File: config.mk
export PLATFORM = sky130hd
export DESIGN_NAME = mul_arbiter
export DESIGN_NICKNAME = d
export VERILOG_FILES = /design/src/rtl/mul_arbiter.sv
export SDC_FILE = /design/constraint.sdc
export NUM_CORES = 1
export LEC_CHECK = 0
export CAP_MARGIN = 30
export CORE_AREA = 2 2 79 81
export CTS_BUF_LIST = sky130_fd_sc_hd__clkbuf_4 sky130_fd_sc_hd__clkbuf_8
export CTS_CLUSTER_DIAMETER = 120
export DETAILED_ROUTE_END_ITERATION = 16
export DIE_AREA = 0 0 81 83
export GPL_TIMING_DRIVEN = 0
export PLACE_DENSITY = 0.88
export SETUP_SLACK_MARGIN = 0.2
export SYNTH_ARGS = -nofsm -noshare
export SYNTH_HDL_FRONTEND = slang
export SYNTH_SLANG_ARGS = --single-unit
File: constraint.sdc
create_clock -name clk -period 3.8 [get_ports clk]
set_input_delay 0.57 -clock clk [delete_from_list [all_inputs] [get_ports clk]]
set_output_delay 0.57 -clock clk [all_outputs]
set_load 0.02 [all_outputs]
File: src/rtl/mul_arbiter.sv
// mul_arbiter: round-robin scheduler sharing one req/ack shift-add multiplier among NREQ clients
// Ports: clk, rst (sync, active-high); req/a_bus/b_bus client requests and operands;
// gnt/done one-hot client pulses, err timeout flag, result 2N-bit product, busy;
// mul_req/mul_sn/mul_sbn/mul_rst_n drive the multiplier, mul_tich/mul_ack come back from it.
module mul_arbiter #(
  parameter int N = 8,
  parameter int NREQ = 4,
  parameter int TIMEOUT = 32
) (
  input  logic              clk,
  input  logic              rst,
  input  logic [NREQ-1:0]   req,
  input  logic [NREQ*N-1:0] a_bus,
  input  logic [NREQ*N-1:0] b_bus,
  output logic [NREQ-1:0]   gnt,
  output logic [NREQ-1:0]   done,
  output logic              err,
  output logic [2*N-1:0]    result,
  output logic              busy,
  output logic              mul_req,
  output logic [N-1:0]      mul_sn,
  output logic [N-1:0]      mul_sbn,
  output logic              mul_rst_n,
  input  logic [2*N-1:0]    mul_tich,
  input  logic              mul_ack
);
  localparam int PW = $clog2(NREQ);
  localparam int CW = $clog2(TIMEOUT + 1);
  typedef enum logic [1:0] {IDLE, ISSUE, WAIT, DONE} state_t;
  state_t state, state_n;
  logic [PW-1:0] ptr, owner, pick, idx;
  logic [CW-1:0] cnt;
  logic abort;
  logic [N-1:0] a_arr [NREQ];
  logic [N-1:0] b_arr [NREQ];
  for (genvar k = 0; k < NREQ; k++) begin : g_unpack
    assign a_arr[k] = a_bus[k*N +: N];
    assign b_arr[k] = b_bus[k*N +: N];
  end
  // Scan offsets from farthest to nearest so the first set bit at/after ptr wins.
  always_comb begin
    pick = ptr;
    idx = '0;
    for (int i = NREQ - 1; i >= 0; i--) begin
      idx = PW'((int'(ptr) + i) % NREQ);
      if (req[idx]) pick = idx;
    end
  end
  // An ack arriving in the last allowed cycle takes precedence over the timeout.
  assign abort = state == WAIT && !mul_ack && cnt == CW'(TIMEOUT - 1);
  always_comb begin
    state_n = state;
    case (state)
      IDLE:  state_n = |req ? ISSUE : IDLE;
      ISSUE: state_n = WAIT;
      WAIT:  state_n = (mul_ack || abort) ? DONE : WAIT;
      DONE:  state_n = IDLE;
      default: state_n = IDLE;
    endcase
  end
  always_ff @(posedge clk)
    if (rst) state <= IDLE;
    else state <= state_n;
  always_ff @(posedge clk) begin
    if (rst) begin
      ptr <= '0;
      owner <= '0;
      cnt <= '0;
      gnt <= '0;
      done <= '0;
      err <= 1'b0;
      result <= '0;
      busy <= 1'b0;
      mul_req <= 1'b0;
      mul_sn <= '0;
      mul_sbn <= '0;
      mul_rst_n <= 1'b0;
    end else begin
      busy <= state_n != IDLE;
      gnt <= '0;
      done <= '0;
      err <= 1'b0;
      mul_req <= 1'b0;
      mul_rst_n <= ~abort;
      if (state == IDLE && |req) begin
        owner <= pick;
        ptr <= PW'((int'(pick) + 1) % NREQ);
        mul_sn <= a_arr[pick];
        mul_sbn <= b_arr[pick];
        gnt <= NREQ'(1) << pick;
        mul_req <= 1'b1;
      end
      // Counter saturates at TIMEOUT so it can never wrap back into range.
      if (state == ISSUE) cnt <= '0;
      else if (state == WAIT && cnt != CW'(TIMEOUT)) cnt <= cnt + 1'b1;
      if (state == WAIT && (mul_ack || abort)) begin
        result <= mul_ack ? mul_tich : '0;
        done <= NREQ'(1) << owner;
        err <= abort;
      end
    end
  end
endmodule

==> results.toml, run 1 <==
[timing]
tns_ns = 0
setup_violations = 0
tightest_slew_ns = 0.6789
hold_viol = 0
fmax_mhz = 426.2
timing.final.crit_share_pct = 61.74
setup_slack_ns = 1.454
slew_violations = 0
max_slew_margin_pct = 54.58
min_period_ns = 2.346
hold_ws_ns = 0.4900
fin_skew_ns = 0.007637
rsz0062_at_grt = "no"

[pwr]
pwr-share-comb_pct = 41.4
powerDensity_nw_per_um2 = 481.0
internal-power_mw = 1.280
p_leak_nw = 1.508
clockPowerShare_pct = 20.5
p_seq_share_pct = 38.1
ir_drop_v = 0.0002145
power_mw = 1.947
switching_power_mw = 0.6671
swShare_pct = 34.26

[detailed_routing]
met1_length_um = 3116
dr_wl_met3_um = 795
drtIter0Drc = 70
dr_total_vias = 2499
ant_nets = 0
drtPass1Iterations = 4
routed-wl-met2_um = 3585
remaining_drc_errors = 0
wl_um = 7745
wl_per_cell_um = 16.55
highest_layer = "met4"
via_per_inst = 5.340

[cts]
h-tree-depth = 2
tritoncts = "done"
worstSkewPairLatency_ns = 0.31
clk_pin_slew_ns = 0.10
cts_buffers = 5
postCtsSetupBuffers = 0
clock-sinks = 56
cts_buffer_depth = 2
cts_root_buf = "clkbuf_8"
postCtsHoldBufs = 0
cts-resized-gates = 0

[final_layout]
areaGrowthSynthToFinish_pct = 59.60
fin_util_pct = 69.60
nets = 484
antenna_cells = 0
drive_above_1_share_pct = 9.160

[worst_setup_path]
worst_ep_arrival_time_ns = 2.60
worstPathCellList = "clkdlybuf4s50_1, nor3_1, nor4_2, nor2_1, buf_2, a32oi_1, o211ai_2"
cp.buffers_inverters = 2
required_ns = 4.05
endpoint_kind = "register"
cpLargestDelayFamily = "simple AND/OR/NAND/NOR gates"
cpPeakStageDelay_ns = 0.55
critical_path_class = "in2reg"
cp_max_fo = 10
crit_slowest_cell = "nor2_1"
cp-start-kind = "input pin"

[job]
drv_cap = 0

[synthesis]
synth_nets = 347
synth-seq-cells = 56
yosysWarnings = 0
syn-cell-area_um2 = 2536
ys_types = 43
syn_avg_cell_area_um2 = 9.946
postSynthCellCount = 255
ys_seq_area_share_pct = 44.20

[global_route]
grt_pass1_vias = 2474
grt.total_usage_pct = 22.92
grt_pass1_wl_um = 12140
overflow = 0
grt_antenna_before_repair = 0
grt_max_degree = 19

[place]
place.gp.congestion = 0.7906
place_hpwl_um = 6024
post-place-ws_ns = 1.168
numPortBuffers = 130

[hold_path]
hp-class = "reg2reg"

[die]
fp.dieW_um = 81
core_um2 = 5816
fp.dieH_um = 83
die-area_um2 = 6723
pin_count = 131
start_util_pct = 43.61
row_count = 28

[run_status]
status = "finished, final reports clean"
[power by group through the flow]
stage	Sequential [mW]	Combinational, mW	Clock (mW)
floorplan	0.843	0.368	0
global placement	0.750	0.792	0
detailed placement	0.756	0.808	0
CTS	0.742	0.811	0.406
global route	0.755	0.858	0.432
finish	0.742	0.807	0.398
[per-layer routing]
| layer | track usage, % | vias to the layer above |
|---|---|---|
| li1 | - | 1217 |
| met1 | 26.94 | 1151 |
| met2 | 38.17 | 112 |
| met3 | 7.065 | 19 |
| met4 | 9.245 | 0 |
| met5 | 0 | - |
[cells in the final DEF (no fill, tap or decap), types with 6 or more instances in the layout]
cell type and count:
clkdlybuf4s50_1 130, buf_6 6, a22oi_1 16, a32oi_1 16, mux2i_1 16, nand3_1 17, o211ai_2 11, dfxtp_1 56
clkbuf_1 8, nor2_1 33
[synthesized netlist by cell type (all sizes together)]
| cell type | count | area [µm²] |
|---|---|---|
| a211o | 1 | 8.760 |
| a211oi | 2 | 15.01 |
| a21boi | 1 | 7.510 |
| a21oi | 4 | 20.02 |
| a22oi | 16 | 120.1 |
| a32oi | 16 | 140.1 |
| and2 | 3 | 18.77 |
| and2b | 1 | 7.510 |
| and3 | 2 | 12.51 |
| and3b | 1 | 8.760 |
| and4 | 1 | 8.760 |
| buf | 12 | 102.6 |
| clkbuf | 8 | 30.03 |
| dfxtp | 56 | 1121 |
| ha | 5 | 62.56 |
| inv | 5 | 18.77 |
| mux2i | 16 | 160.2 |
| nand2 | 5 | 18.77 |
| nand2b | 2 | 12.51 |
| nand3 | 17 | 85.08 |
| nand4 | 3 | 18.77 |
| nor2 | 35 | 136.4 |
| nor2b | 3 | 18.77 |
| nor3 | 2 | 10.01 |
| nor4 | 3 | 25.02 |
| nor4b | 3 | 26.28 |
| nor4bb | 1 | 10.01 |
| o211ai | 16 | 175.2 |
| o21a | 2 | 15.01 |
| o21ai | 2 | 10.00 |
| o21bai | 1 | 7.510 |
| o41a | 1 | 11.26 |
| o41ai | 1 | 27.53 |
| or2 | 2 | 12.52 |
| xnor2 | 2 | 17.52 |
| xor2 | 4 | 35.03 |
[worst register-to-register path, cell delays in order, from the launching register on]
cell and delay, ns:
dfxtp_1 0.37, nor3_1 0.25, nor4_2 0.08, nor2_1 0.55, buf_2 0.34, a32oi_1 0.15, o211ai_2 0.08
[metrics by stage]
| stage | area, µm² | cells |
|---|---|---|
| after CTS | 4048 | 468 |
| after global routing | 4048 | 468 |
| after floorplan | 2536 | 255 |
| after global placement | 3931 | 460 |
| final | 4048 | 468 |
| after detailed placement | 3931 | 460 |
[state kept, by name, summed over array words and instances, names as in the netlist]
signal and count:
mul_sbn 8, mul_sn 8, cnt 6, err 1, owner 2, result 16, gnt 4, done 4
mul_req 1, mul_rst_n 1, busy 1, ptr 2, state 2
[final timing paths]
kind                            slack (ns)  depth (start not counted)                      end                   start
worst max-delay path                  1.45                          7  mul_sbn[2]$_SDFFE_PP0N_                  req[3]
worst min-delay path                  0.49                          2   mul_sn[3]$_SDFFE_PP0N_  mul_sn[3]$_SDFFE_PP0N_
worst max register to register        1.93                          6  mul_sbn[2]$_SDFFE_PP0N_     ptr[1]$_SDFFE_PP0N_
worst min register to register        0.49                          2   mul_sn[3]$_SDFFE_PP0N_  mul_sn[3]$_SDFFE_PP0N_
[area by class of cell]
| class | instances | area [µm²] |
|---|---|---|
| buffer | 20 | 132.6 |
| sequential | 56 | 1121 |
| clock inverter | 3 | 47.55 |
| multi-input combinational | 174 | 1264 |
| inverter | 5 | 18.77 |
| fill | 483 | 1768 |
| clock buffer | 5 | 68.82 |
| timing repair buffer | 130 | 1301 |
| tap | 75 | 93.84 |
[cells by family (layout without fill, tap and decap cells)]
group	after synthesis	after routing	synth area share, %
and+or+nand+nor	84	84	16.97
muxes	16	16	6.315
buffers and inverters	25	163	5.969
DFF	56	56	44.20
xor gates and xnor gates	6	6	2.072
AOI/OAI and AO/OA	63	63	22.00
adders and majority gates	5	5	2.467
Power figures use the tool's default switching activity.
==> inputs of run 2 (changes only) <==
--- a/config.mk
+++ b/config.mk
@@ -6,13 +6,13 @@
 export NUM_CORES = 1
 export LEC_CHECK = 0
 export CAP_MARGIN = 30
-export CORE_AREA = 2 2 79 81
+export CORE_AREA = 2 2 82 84
 export CTS_BUF_LIST = sky130_fd_sc_hd__clkbuf_4 sky130_fd_sc_hd__clkbuf_8
 export CTS_CLUSTER_DIAMETER = 120
 export DETAILED_ROUTE_END_ITERATION = 16
-export DIE_AREA = 0 0 81 83
+export DIE_AREA = 0 0 84 86
 export GPL_TIMING_DRIVEN = 0
-export PLACE_DENSITY = 0.88
+export PLACE_DENSITY = 0.82
 export SETUP_SLACK_MARGIN = 0.2
 export SYNTH_ARGS = -nofsm -noshare
 export SYNTH_HDL_FRONTEND = slang
==> constraint.sdc (replaced) <==
create_clock -name clk -period 2.4 [get_ports clk]
set_input_delay 0.36 -clock clk [delete_from_list [all_inputs] [get_ports clk]]
set_output_delay 0.36 -clock clk [all_outputs]
set_load 0.02 [all_outputs]
==> run 2 against run 1 <==
Die area increased by 7.5%. First-iteration DRC count increased by 7.1%. Global-route usage is 2.3 points lower. Sequential cell count did not move. Worst setup slack worse by 1.2 ns. Wire length shrank 2.8%. Sequential power rose by 59%. Sequential share of layout area increased by 0.086 points. Utilization shrank 5.3 points. Combinational power rose by 59%.
==> results.toml, run 2 (same netlist as run 1, synthesis figures left out) <==
[run_status]
status = "finished, final reports clean"

[place]
place.gp.congestion = 0.8613
numPortBuffers = 130
dp_cells = 462
dpl-instance-area_um2 = 3934
place_hpwl_um = 5799

[final_layout]
top_regs = "result: 16 flops, mul_sbn: 8 flops, mul_sn: 8 flops"
stdcell_count = 470
design_area_um2 = 4035
layout_common_cells = "129 x clkdlybuf4s50_1, 56 x dfxtp_1, 32 x nor2_1"
regMostFlops = "result"
final_common_cell = "clkdlybuf4s50_1"
largest_register_ffs = 16
antenna_cells = 0
nets = 484
drive_above_1_share_pct = 9.415
areaGrowthSynthToFinish_pct = 59.10

[timing]
tightest_slew_ns = 0.4493
timing.final.crit_share_pct = 88.11
min_period_ns = 2.115
fmax_mhz = 472.9
slew_violations = 0
rsz0062_at_grt = "no"
setup_violations = 0
hold_viol = 0
fin_skew_ns = 0.01135
max_slew_margin_pct = 69.98
hold_ws_ns = 0.4949
tns_ns = 0

[worst_setup_path]
worstPathCellList = "clkdlybuf4s50_1, nor2b_1, nor4_2, or2_1, buf_6, buf_6, mux2i_1, o211ai_2"
path_common_cell = "buf_6"
cpLargestDelayFamily = "buffers and inverters"
endpoint_kind = "register"
cp.buffers_inverters = 3
crit_path_start = "req[0]"
worst_ep_arrival_time_ns = 2.31
cp_max_fo = 10
cpPeakStageDelay_ns = 0.52
r2r_slack_ns = 0.58
required_ns = 2.60
cp-start-kind = "input pin"
crit_slowest_cell = "clkdlybuf4s50_1"
critical_path_class = "in2reg"
r2r-start = "ptr[1]$_SDFFE_PP0N_"

[detailed_routing]
wl_um = 7527
dr_total_vias = 2513
ant_nets = 0
via_per_inst = 5.347
remaining_drc_errors = 0
wl_per_cell_um = 16.01
drtIter0Drc = 75
drtPass1Iterations = 5

[pwr]
swShare_pct = 35.62
p_leak_nw = 1.505
powerDensity_nw_per_um2 = 742.3
ir_drop_v = 0.0004618
pwr-share-comb_pct = 42.6
internal-power_mw = 1.928
clockPowerShare_pct = 18.1
switching_power_mw = 1.067
p_seq_share_pct = 39.3

[die]
core_um2 = 6277
pin_count = 131
start_util_pct = 40.40
die-area_um2 = 7224
fp.dieH_um = 86
row_count = 29
fp.dieW_um = 84

[global_route]
grt_max_degree = 20
grt.total_usage_pct = 20.61
grt_antenna_before_repair = 0
grt_pass1_vias = 2558
overflow = 0
grt_pass1_wl_um = 12080

[cts]
cts_root_buf = "clkbuf_8"
worstSkewPairLatency_ns = 0.32
clk_pin_slew_ns = 0.10
h-tree-depth = 2
cts_buffers = 5
clock-sinks = 56
cts_buffer_depth = 2
postCtsSetupBuffers = 0
tritoncts = "done"

[hold_path]
hp-start = "mul_sn[4]$_SDFFE_PP0N_"
hp-class = "reg2reg"

[job]
drv_cap = 0
-- run 2: changes by cell type in the layout (fill, tap and decap cells not counted) --
cell,change
nor2_2,+1
clkinvlp_4,+1
dlymetal6s2s_1,+1
clkinv_4,-1
nor2_1,-1
clkdlybuf4s50_1,-1
bufinv_16,-1
inv_8,+1
-- run 2: worst paths after layout --
check	depth (start not counted)	to
worst min-delay path	2	mul_sn[4]$_SDFFE_PP0N_
worst min register to register	2	mul_sn[4]$_SDFFE_PP0N_
worst max-delay path	8	mul_sbn[0]$_SDFFE_PP0N_
worst max register to register	7	mul_sbn[0]$_SDFFE_PP0N_
-- run 2: worst min-delay path, stage by stage, from the launching register on --
cell	delay [ns]
dfxtp_1	0.34
a32oi_1	0.06
o211ai_1	0.07
-- run 2: cell type report --
class | count | area (µm²)
sequential | 56 | 1121
fill | 549 | 2242
clock buffer | 5 | 68.82
timing repair buffer | 130 | 1304
inverter | 5 | 18.77
clock inverter | 3 | 27.53
buffer | 20 | 132.6
multi-input combinational | 174 | 1266
tap | 77 | 96.34
-- run 2: what timing repair did --
item / CTS / global route
resized for setup: 0 / 2
setup endpoints to repair: 0 / 8
hold buffers: 0 / 0
-- run 2: layer usage --
layer / vias to the layer above / wire (µm) / GRT usage [%]
met2: 122 / 3641 / 37.02
li1: 1220 / - / -
met5: - / 0 / 0
met4: 0 / 90 / 5.132
met1: 1161 / 3107 / 24.20
met3: 10 / 687 / 6.064
-- run 2: per-stage QoR --
step | utilization [%] | worst slack (ns) | total power, mW
6_report | 64.28 | 0.2853 | 2.995
5_1_grt | 64.28 | 0.2164 | 3.167
4_1_cts | 64.20 | 0.2048 | 3.026
3_5_place_dp | 62.67 | -0.1202 | 2.475
3_3_place_gp | 62.67 | -0.05999 | 2.446
2_1_floorplan | - | 0.7530 | 1.918
-- run 2: power by group through the flow --
stage	Combinational [mW]	Clock [mW]	Sequential [mW]
floorplan	0.583	0	1.33
global placement	1.26	0	1.19
detailed placement	1.28	0	1.20
CTS	1.29	0.565	1.18
global route	1.37	0.608	1.19
finish	1.28	0.543	1.18
